[src/rtl/superresolution_pkg.sv]
// Shared types for the superresolution frame scheduler.
package superresolution_pkg;

  localparam int unsigned ChannelWidth = 8;

  typedef enum logic [1:0] {
    IDLE  = 2'd0,
    SYNC  = 2'd1,
    FEED  = 2'd2,
    DRAIN = 2'd3
  } frame_state_e;

  typedef struct packed {
    logic [ChannelWidth-1:0] red;
    logic [ChannelWidth-1:0] green;
    logic [ChannelWidth-1:0] blue;
  } pixel_t;

endpackage

[src/rtl/frame_position_counter.sv]
// Row/column position tracker for a Height x Width raster with end-of-line/frame flags.
module frame_position_counter #(
  parameter int unsigned Height = 1080,
  parameter int unsigned Width  = 1920
) (
  input  logic clk,
  input  logic rst_n,
  input  logic clear,
  input  logic advance,
  output logic first_c,
  output logic eol_c,
  output logic eof_c
);

  localparam int unsigned ColWidth = (Width > 1) ? $clog2(Width) : 1;
  localparam int unsigned RowWidth = (Height > 1) ? $clog2(Height) : 1;

  logic [ColWidth-1:0] col;
  logic [RowWidth-1:0] row;

  assign eol_c   = (col == ColWidth'(Width - 1));
  assign eof_c   = eol_c && (row == RowWidth'(Height - 1));
  assign first_c = (col == '0) && (row == '0);

  // Step one position per accepted pixel, wrapping at line and frame ends.
  always_ff @(posedge clk or negedge rst_n) begin
    if (!rst_n) begin
      col <= '0;
      row <= '0;
    end else if (clear) begin
      col <= '0;
      row <= '0;
    end else if (advance) begin
      if (eol_c) begin
        col <= '0;
        row <= eof_c ? '0 : row + RowWidth'(1);
      end else begin
        col <= col + ColWidth'(1);
      end
    end
  end

endmodule

[src/rtl/superresolution_frame_scheduler.sv]
// Admits one frame at a time into the superresolution core and tracks its drain.
module superresolution_frame_scheduler
  import superresolution_pkg::*;
#(
  parameter int unsigned Height     = 1080,
  parameter int unsigned Width      = 1920,
  parameter int unsigned OutLines   = 2160,
  parameter int unsigned CountWidth = 16
) (
  input  logic                  clock_i,
  input  logic                  reset_ni,
  input  logic                  start_i,
  input  logic                  continuous_i,
  input  logic                  abort_i,
  input  logic                  up_valid_i,
  output logic                  up_ready_o,
  input  logic [23:0]           up_pixel_i,
  input  logic                  up_sof_i,
  input  logic                  up_eol_i,
  output logic                  sr_valid_o,
  input  logic                  sr_ready_i,
  output logic [7:0]            sr_red_o,
  output logic [7:0]            sr_green_o,
  output logic [7:0]            sr_blue_o,
  input  logic                  mon_valid_i,
  input  logic                  mon_ready_i,
  input  logic                  mon_last_i,
  output logic                  busy_o,
  output logic [CountWidth-1:0] frame_count_o,
  output logic                  error_o,
  input  logic                  error_clear_i
);

  localparam int unsigned LineWidth = $clog2(OutLines + 1);

  frame_state_e         state, state_next;
  pixel_t               pix_in;
  logic [LineWidth-1:0] line_cnt;
  logic                 abort_pend;
  logic                 first_c, eol_c, eof_c;
  logic                 active_c, pix_xfer_c, mon_beat_c, line_inc_c;
  logic                 lines_hit_c, complete_c, rearm_c, err_set_c;

  assign pix_in      = up_pixel_i;
  assign active_c    = (state == FEED) || (state == DRAIN);
  assign pix_xfer_c  = (state == FEED) && up_valid_i && sr_ready_i;
  assign mon_beat_c  = mon_valid_i && mon_ready_i && mon_last_i;
  assign line_inc_c  = mon_beat_c && active_c && (line_cnt != LineWidth'(OutLines));
  assign lines_hit_c = (line_cnt == LineWidth'(OutLines)) ||
                       (mon_beat_c && (line_cnt == LineWidth'(OutLines - 1)));
  assign complete_c  = lines_hit_c && ((state == DRAIN) || (pix_xfer_c && eof_c));
  assign rearm_c     = continuous_i && !abort_pend && !abort_i;
  assign err_set_c   = (mon_beat_c && !active_c) ||
                       (pix_xfer_c && ((up_eol_i != eol_c) || (up_sof_i && !first_c)));

  // Input raster position; held at (0,0) outside FEED so every frame starts clean.
  frame_position_counter #(
    .Height(Height),
    .Width (Width)
  ) u_position (
    .clk    (clock_i),
    .rst_n  (reset_ni),
    .clear  (state != FEED),
    .advance(pix_xfer_c),
    .first_c(first_c),
    .eol_c  (eol_c),
    .eof_c  (eof_c)
  );

  // State register.
  always_ff @(posedge clock_i or negedge reset_ni) begin
    if (!reset_ni) state <= IDLE;
    else           state <= state_next;
  end

  // Next-state logic and the zero-latency pass-through handshake.
  always_comb begin
    state_next = state;
    up_ready_o = 1'b0;
    sr_valid_o = 1'b0;
    sr_red_o   = '0;
    sr_green_o = '0;
    sr_blue_o  = '0;
    case (state)
      IDLE: begin
        if (start_i) state_next = SYNC;
      end
      SYNC: begin
        up_ready_o = !(up_valid_i && up_sof_i);
        if (abort_i)                      state_next = IDLE;
        else if (up_valid_i && up_sof_i)  state_next = FEED;
      end
      FEED: begin
        up_ready_o = sr_ready_i;
        sr_valid_o = up_valid_i;
        sr_red_o   = pix_in.red;
        sr_green_o = pix_in.green;
        sr_blue_o  = pix_in.blue;
        if (complete_c)                 state_next = rearm_c ? SYNC : IDLE;
        else if (pix_xfer_c && eof_c)   state_next = DRAIN;
      end
      DRAIN: begin
        if (complete_c) state_next = rearm_c ? SYNC : IDLE;
      end
      default: state_next = IDLE;
    endcase
  end

  // Output-line counter, restarted each time a frame enters FEED.
  always_ff @(posedge clock_i or negedge reset_ni) begin
    if (!reset_ni)                                line_cnt <= '0;
    else if ((state != FEED) && (state_next == FEED)) line_cnt <= '0;
    else if (line_inc_c)                          line_cnt <= line_cnt + LineWidth'(1);
  end

  // Abort request held until the current frame completes.
  always_ff @(posedge clock_i or negedge reset_ni) begin
    if (!reset_ni)                    abort_pend <= 1'b0;
    else if (state_next == IDLE)      abort_pend <= 1'b0;
    else if (abort_i && active_c)     abort_pend <= 1'b1;
  end

  // Status: busy flag, completed-frame count and sticky error (set beats clear).
  always_ff @(posedge clock_i or negedge reset_ni) begin
    if (!reset_ni) begin
      busy_o        <= 1'b0;
      frame_count_o <= '0;
      error_o       <= 1'b0;
    end else begin
      busy_o <= (state_next != IDLE);
      if (complete_c) frame_count_o <= frame_count_o + CountWidth'(1);
      if (err_set_c)          error_o <= 1'b1;
      else if (error_clear_i) error_o <= 1'b0;
    end
  end

endmodule

[config.mk]
export PLATFORM = sky130hd
export DESIGN_NAME = superresolution_frame_scheduler
export DESIGN_NICKNAME = d
export VERILOG_FILES = /design/src/rtl/superresolution_pkg.sv /design/src/rtl/frame_position_counter.sv /design/src/rtl/superresolution_frame_scheduler.sv
export SDC_FILE = /design/constraint.sdc
export NUM_CORES = 1
export LEC_CHECK = 0
export ABC_AREA = 0
export CELL_PAD_IN_SITES_DETAIL_PLACEMENT = 0
export CELL_PAD_IN_SITES_GLOBAL_PLACEMENT = 1
export CORE_MARGIN = 2
export CORE_UTILIZATION = 41
export CTS_CLUSTER_DIAMETER = 40
export CTS_CLUSTER_SIZE = 20
export DETAILED_ROUTE_END_ITERATION = 8
export PLACE_DENSITY_LB_ADDON = 0.1
export SYNTH_ARGS = -nofsm -noshare
export SYNTH_HDL_FRONTEND = slang
export SYNTH_HIERARCHICAL = 1
export SYNTH_SLANG_ARGS = --single-unit
[constraint.sdc]
create_clock -name clock_i -period 9.2 [get_ports clock_i]
set_clock_uncertainty 0.1 [all_clocks]
set_input_delay 2.3 -clock clock_i [delete_from_list [all_inputs] [get_ports clock_i]]
set_output_delay 2.3 -clock clock_i [all_outputs]
set_load 0.1 [all_outputs]
==> metrics.md <==
| Metric | Value |
|---|---|
| Leakage | `1.83 nW` |
| Core ar. | `8090 um^2` |
| Starting Density | `41.7%` |
| Max Transition Viols Final | `0` |
| Share of layout cells above drive strength 1 | `5.20%` |
| Total GRT Usage | `19.3%` |
| # setup viols final | `0` |
| F_max | `149 MHz` |
| Sw power | `0.244 mW` |
| Iter 0 DRT Violations | `132` |
| First-pass DRT Iterations | `4` |
| Max-cap viol count | `0` |
| I/O pin cnt | `81` |
| Post-CTS sizing | `0` |
| Final min period | `6.73 ns` |
| Worst Slack Setup Final | `2.47 ns` |
| CTS H-tree lvls | `2` |
| Worst EP arrival | `4.33 ns` |
| Vias in the first global route | `2876` |
| Worst slew pin tran | `1.01 ns` |
| Synth top cells by count | `dfrtp_1 (55), a21oi_1 (27), and2_1 (27), nor2_1 (24)` |
| Post-route ant nets | `0` |
| Total power | `0.616 mW` |
| Flop pwr share | `42.5%` |
| Place WS | `2.47 ns` |
| Crit start category | `primary input` |
| Setup total negative slack | `0 ns` |
| Syn Inst Count | `365` |
| Yosys cell types | `55` |
| Detail Placement HPWL | `6.11 mm` |
| Diode count | `0` |
| Synth Register Bits | `55` |
| Hold buffer count at cts | `0` |
| Req. time, crit path | `6.80 ns` |
| Nets | `489` |
| Largest net degree at the start of global routing | `56` |
| Post-CTS setup buffers | `0` |
| Hold Crit Class | `reg -> reg` |
| Clock buffer depth | `2` |
| DR vias/cell | `5.35` |
| Crit share post-route | `73.2%` |
| Post-synth EDFFs | `0` |
| Ys async rst share | `100%` |
| Vias | `2929` |
| Status | `finished clean` |
| TritonCTS Buffers | `5` |
| Dominant register cell in the synthesized netlist | `dfrtp_1` |
| Synth Warn # | `6` |
| Gpl congestion | `0.786` |
| Critical Path Sink Type | `output pin` |
| Leading post-synthesis cells by cell area | `dfrtp_1 (41%), xor2_1 (6.0%), and2_1 (5.0%)` |
| Power per cell area | `142 nW/um^2` |
| Seq/Total Area, Yosys | `40.8%` |
| Final hold viol count | `0` |
| Synthesized cell area | `3380 um^2` |
| Die X | `94.7 um` |
| Internal Power | `0.372 mW` |
| CTS clock-pin slew for the worst setup and hold paths | `0.10 ns` |
| TritonCTS clock tree | `done` |
| FP Rows | `33` |
| Routed WL | `8.13 mm` |
| Critical path fanouts, max | `4` |
| Syn_nets | `413` |
| Clock root buffer | `clkbuf_8` |
| RSZ-0062 raised after global routing | `false` |
| I/O Buffers | `80` |
| Cell count after placement | `539` |
| Mapped Avg Cell Area | `9.25 um^2` |
| Peak supply drop | `0.105 mV` |
| Post-synth top area share | `40.8%` |
| DR DRC count | `0` |
| Clk sinks | `55` |
| Global-route wire length before repair | `13.7 mm` |
| Slew headroom | `32.3%` |
| Die height | `94.7 um` |
| WL per Instance | `14.9 um` |
| Post-synth top area cell | `dfrtp_1` |
| Cell with the most instances after synthesis | `dfrtp_1` |
| Grt total ovfl | `0` |
| Area growth syn-to-layout | `28.7%` |
| Clk_lat worst skew | `0.32 ns` |
| Filler cells | `783` |
| Post-route insts no fill | `547` |
| Clock power share | `23.1%` |
| Die ar. | `8980 um^2` |
| Initial antenna violation count | `0` |
| Crit path kind | `in -> out` |
| Part of the power in combinational logic | `34.3%` |
| Net Sw Frac | `39.6%` |
kinds of logic (layout without fill, tap and decap cells):
group	after synthesis	in the layout	synth area share (%)
AO/OA/AOI/OAI	59	59	11.8
XOR/XNOR	34	34	8.82
adder cells (fa/ha/maj)	11	11	4.08
buffers and inverters	32	109	4.04
flip-flops	55	55	40.8
multiplexers	2	2	0.630
AND/OR/NAND/NOR	172	172	29.9
critical path, stage by stage:
cell and delay, ns:
clkdlybuf4s50_1 0.50, nand2_1 0.16, a22oi_1 0.08, nor2b_1 0.15
clkdlybuf4s50_1 1.14
registers in the layout, indices dropped and copies added, names as in the netlist:
name	flops
error_o	1
u_position/row	11
abort_pend	1
busy_o	1
u_position/col	11
line_cnt	12
frame_count_o	16
state	2
per-stage QoR:
step	instance area, um^2	hold slack (ns)	utilization [%]
final	4340	0.369	53.7
after global routing	4340	0.418	53.7
after CTS	4340	0.375	53.7
after detailed placement	4250	0.357	52.5
after global placement	4250	0.357	52.5
after floorplan	3380	0.392	-
layer usage:
metal	vias up	share of wire (%)	global-route usage (%)
met2	85	47	30.7
met1	1383	46	25.6
li1	1448	-	-
met3	13	5.6	5.27
met4	0	1.9	5.80
met5	-	0	0
placed cells by master (no fill, tap or decap), types with 2 or more instances in the layout:
cell	n
o21ai_0	9
xnor2_1	11
and4_1	7
clkdlybuf4s50_1	79
a32o_1	5
inv_1	20
o32ai_1	2
nand2b_1	6
nor2_1	24
or2_2	3
o21ai_1	2
nor4_1	8
nor2b_1	5
nor3_1	10
nand2_1	23
inv_6	2
or3_1	3
or4_1	2
clkbuf_8	5
nand4_1	15
ha_1	11
nand3_1	18
dfrtp_1	55
and3_1	9
and2_1	27
a21oi_1	27
xor2_1	23
or4_4	2
cell type report:
type                    count  area, um^2  share of cell area [%]
repair buffers             81         803                    18.5
multi-input cells         278        1860                    42.9
well taps                 105         131                    3.03
flip-flops and latches     55        1380                    31.7
inverters                  20        75.1                    1.73
clock inverters             3        25.0                   0.576
clock buffers               5        68.8                    1.58
path summary, 6_finish.rpt:
| check | from | to | slack, ns | cells after the start |
|---|---|---|---|---|
| max | up_valid_i | up_ready_o | 2.47 | 5 |
| min | frame_count_o[15]$_DFFE_PN0P_ | frame_count_o[15]$_DFFE_PN0P_ | 0.37 | 1 |
| max reg2reg | u_position/row[8]$_DFFE_PN0P_ | line_cnt[10]$_DFFE_PN0P_ | 5.66 | 8 |
| min reg2reg | frame_count_o[15]$_DFFE_PN0P_ | frame_count_o[15]$_DFFE_PN0P_ | 0.37 | 1 |
| max in group asynchronous | reset_ni | u_position/col[3]$_DFFE_PN0P_ | 6.53 | 2 |
| min in group asynchronous | reset_ni | u_position/row[9]$_DFFE_PN0P_ | 2.01 | 2 |
power by group through the flow:
| stage | clock network (mW) | logic (mW) | registers (mW) |
|---|---|---|---|
| floorplan | 0 | 0.136 | 0.284 |
| global placement | 0 | 0.212 | 0.266 |
| detailed placement | 0 | 0.213 | 0.266 |
| CTS | 0.149 | 0.214 | 0.262 |
| global route | 0.159 | 0.228 | 0.263 |
| finish | 0.142 | 0.211 | 0.262 |
(Power assumes the default switching activity.)
==> patch: new RTL, config.mk and constraints unchanged <==
Change the parameter `OutLines` from 2160 to 4320.
--- a/src/rtl/superresolution_frame_scheduler.sv
+++ b/src/rtl/superresolution_frame_scheduler.sv
@@ -4,7 +4,7 @@
 #(
   parameter int unsigned Height     = 1080,
   parameter int unsigned Width      = 1920,
-  parameter int unsigned OutLines   = 2160,
+  parameter int unsigned OutLines   = 4320,
   parameter int unsigned CountWidth = 16
 ) (
   input  logic                  clock_i,
Check against the original RTL: no difference found for any inputs over 10 cycles, from zero or initial values and one cycle with reset_ni low; that may be too few to reach the edited logic, so the function may still have changed.
==> patch against the original RTL <==
  * Clock power increased by 18%
  * Wire length increased by 5.5%
  * Total power increased by 10%
  * Utilization increased by 1.0 points
  * First-iteration DRC count decreased by 20%
  * Setup slack improved by 47 ps
  * Critical path type unchanged
  * Die area increased by 4.7%
  * Critical endpoint unchanged
  * Area after synthesis increased by 4.9%
  * Via count increased by 5.9%
  * Critical path depth unchanged
  * Highest routed layer unchanged
  * Sequential cell count increased by 1
  * Count of clock-buffer cells in the layout unchanged
  * Design area increased by 4.5%
  * Register-to-register slack got worse by 190 ps
==> patch: results (changes against the original RTL) <==
{
  "synthesis": {
    "synth_area_leaders": "dfrtp_1 (40%), xnor2_1 (4.7%), and2_1 (4.4%), xor2_1 (4.0%), ha_1 (3.9%)",
    "yosysUniqueCellTypes": {"value": 52, "change": "-5.5%"},
    "synth_async_sr_flop_share": {"value": 100.0, "unit": "%", "change": "unchanged"},
    "synth.net_count": {"value": 423, "change": "+2.4%"},
    "synth.area.mux_share": {"value": 0.8478, "unit": "%", "change": "+0.22 points"},
    "synth.yosys.seq_area_share": {"value": 39.56, "unit": "%", "change": "-1.2 points"},
    "synth-compound-area-share": {"value": 15.01, "unit": "%", "change": "+3.2 points"},
    "netlist_top_cells_count": "dfrtp_1 (56), nand2_1 (28), and2_1 (25)",
    "synth_xor_area_share": {"value": 8.654, "unit": "%", "change": "-0.17 points"},
    "synthAdderAreaFrac": {"value": 3.886, "unit": "%", "change": "-0.19 points"}
  },
  "drt": {
    "post_drt_via_cell_ratio": {"value": 5.547, "change": "+3.6%"},
    "finalWirelength": {"value": 8581, "unit": "um", "change": "+5.5%"},
    "first_iter_violations": {"value": 106, "change": "-20%"}
  },
  "pwr": {
    "vdd_ir_drop_max": {"value": 0.1154, "unit": "mV", "change": "+9.5%"},
    "p_leak": {"value": 0.001773, "unit": "uW", "change": "-3.1%"}
  },
  "cells_and_area": {
    "drive_above_1_share": {"value": 8.150, "unit": "%", "change": "+2.9 points"},
    "fillerInstances": {"value": 779, "change": "-0.51%"},
    "top_regs": "frame_count_o (16), line_cnt (13)",
    "final_net_count": {"value": 501, "change": "+2.5%"}
  },
  "global_route": {
    "grt_pass1_wl": {"value": 14880, "unit": "um", "change": "+8.7%"},
    "globalRouteMet3Util": {"value": 4.913, "unit": "%", "change": "-0.35 points"},
    "met2_resource_use_gr": {"value": 31.09, "unit": "%", "change": "+0.42 points"},
    "grtUsageMet1": {"value": 24.69, "unit": "%", "change": "-0.93 points"},
    "grt_pass1_vias": {"value": 3084, "change": "+7.2%"},
    "grt_max_degree": {"value": 57, "change": "+1.8%"},
    "global_route.usage.total": {"value": 18.70, "unit": "%", "change": "-0.56 points"}
  },
  "critical_path": {
    "crit_path_max_fanout": {"value": 4, "change": "unchanged"},
    "r2r_setup_slack": {"value": 5470, "unit": "ps", "change": "-190 ps"},
    "worst-endpoint-arrival": {"value": 4290, "unit": "ps", "change": "-40 ps"}
  },
  "timing": {
    "worst_slew_margin_rel": {"value": 33.72, "unit": "%", "change": "+1.5 points"}
  },
  "min_path": {
    "hold_wc_path_type": "reg2reg",
    "min_from": "frame_count_o[15]$_DFFE_PN0P_"
  },
  "placement": {
    "dpl_cell_area": {"value": 0.004423, "unit": "sq mm", "change": "+4.1%"},
    "globalplace.congestion": {"value": 0.8186, "change": "+4.2%"},
    "detailed_place_hpwl": {"value": 6271, "unit": "um", "change": "+2.7%"}
  },
  "run_status": {
    "run_status": "finished, final reports clean"
  }
}
-- patch: changes by cell type after synthesis, sizes merged, moves of 3 or more --
cell,change
nor2,-3
xor2,-7
and3,-3
nand2,+6
xnor2,+8
inv,+3
a21oi,-17
a41oi,+14
nand3,+5
and4,-3
nand2b,-3
nor3,+9
-- patch: area by class of cell --
| type | instances | area, sq um | share of cell area (%) |
|---|---|---|---|
| inverter | 23 | 86.33 | 1.902 |
| clock inverter | 3 | 46.29 | 1.020 |
| tap | 105 | 131.4 | 2.895 |
| sequential | 56 | 1401 | 30.88 |
| clock buffer | 5 | 68.82 | 1.516 |
| multi-input combinational | 284 | 1986 | 43.76 |
| timing repair buffer | 83 | 818.3 | 18.03 |
-- patch: logic make-up (layout without fill, tap and decap cells) --
family,after synthesis,in the layout
AOI/OAI and AO/OA,60,60
xor gates and xnor gates,35,35
adders and majority gates,11,11
buffers and inverters,35,114
DFF,56,56
muxes,3,3
and+or+nand+nor,175,175
-- patch: stage by stage --
stage	cells	hold slack, ps	worst slack, ps
after detailed placement	551	370.2	2496
final	559	384.9	2514
after global placement	551	361.6	2541
after global routing	559	394.0	2455
after floorplan	375	412.0	2998
after CTS	559	388.7	2501
-- patch: final timing paths --
check | endpoint | cells after the start
max | up_ready_o | 5
min | frame_count_o[15]$_DFFE_PN0P_ | 1
max reg2reg | busy_o$_DFF_PN0_ | 8
min reg2reg | frame_count_o[15]$_DFFE_PN0P_ | 1
max in group asynchronous | line_cnt[7]$_DFFE_PN0P_ | 2
min in group asynchronous | u_position/row[3]$_DFFE_PN0P_ | 2
-- patch: worst max-delay path, stage by stage --
cell and delay [ps]:
clkdlybuf4s50_1 450, nand2_1 150, a22oi_1 90, nor2b_1 150
clkdlybuf4s50_1 1140
-- patch: where the power goes --
group	internal (uW)	switching [uW]	total (uW)
combinational	69.8	170	240
clock	82.2	86.0	168
sequential	258	12.2	270
-- patch: metal layers --
layer  wire length (um)  part of all wire, %  up-vias
li1                   -                    -     1517
met5                  0                    0        -
met3                422                  4.9        8
met1               3853                   45     1492
met2               4217                   49       84
met4                 88                  1.0        0
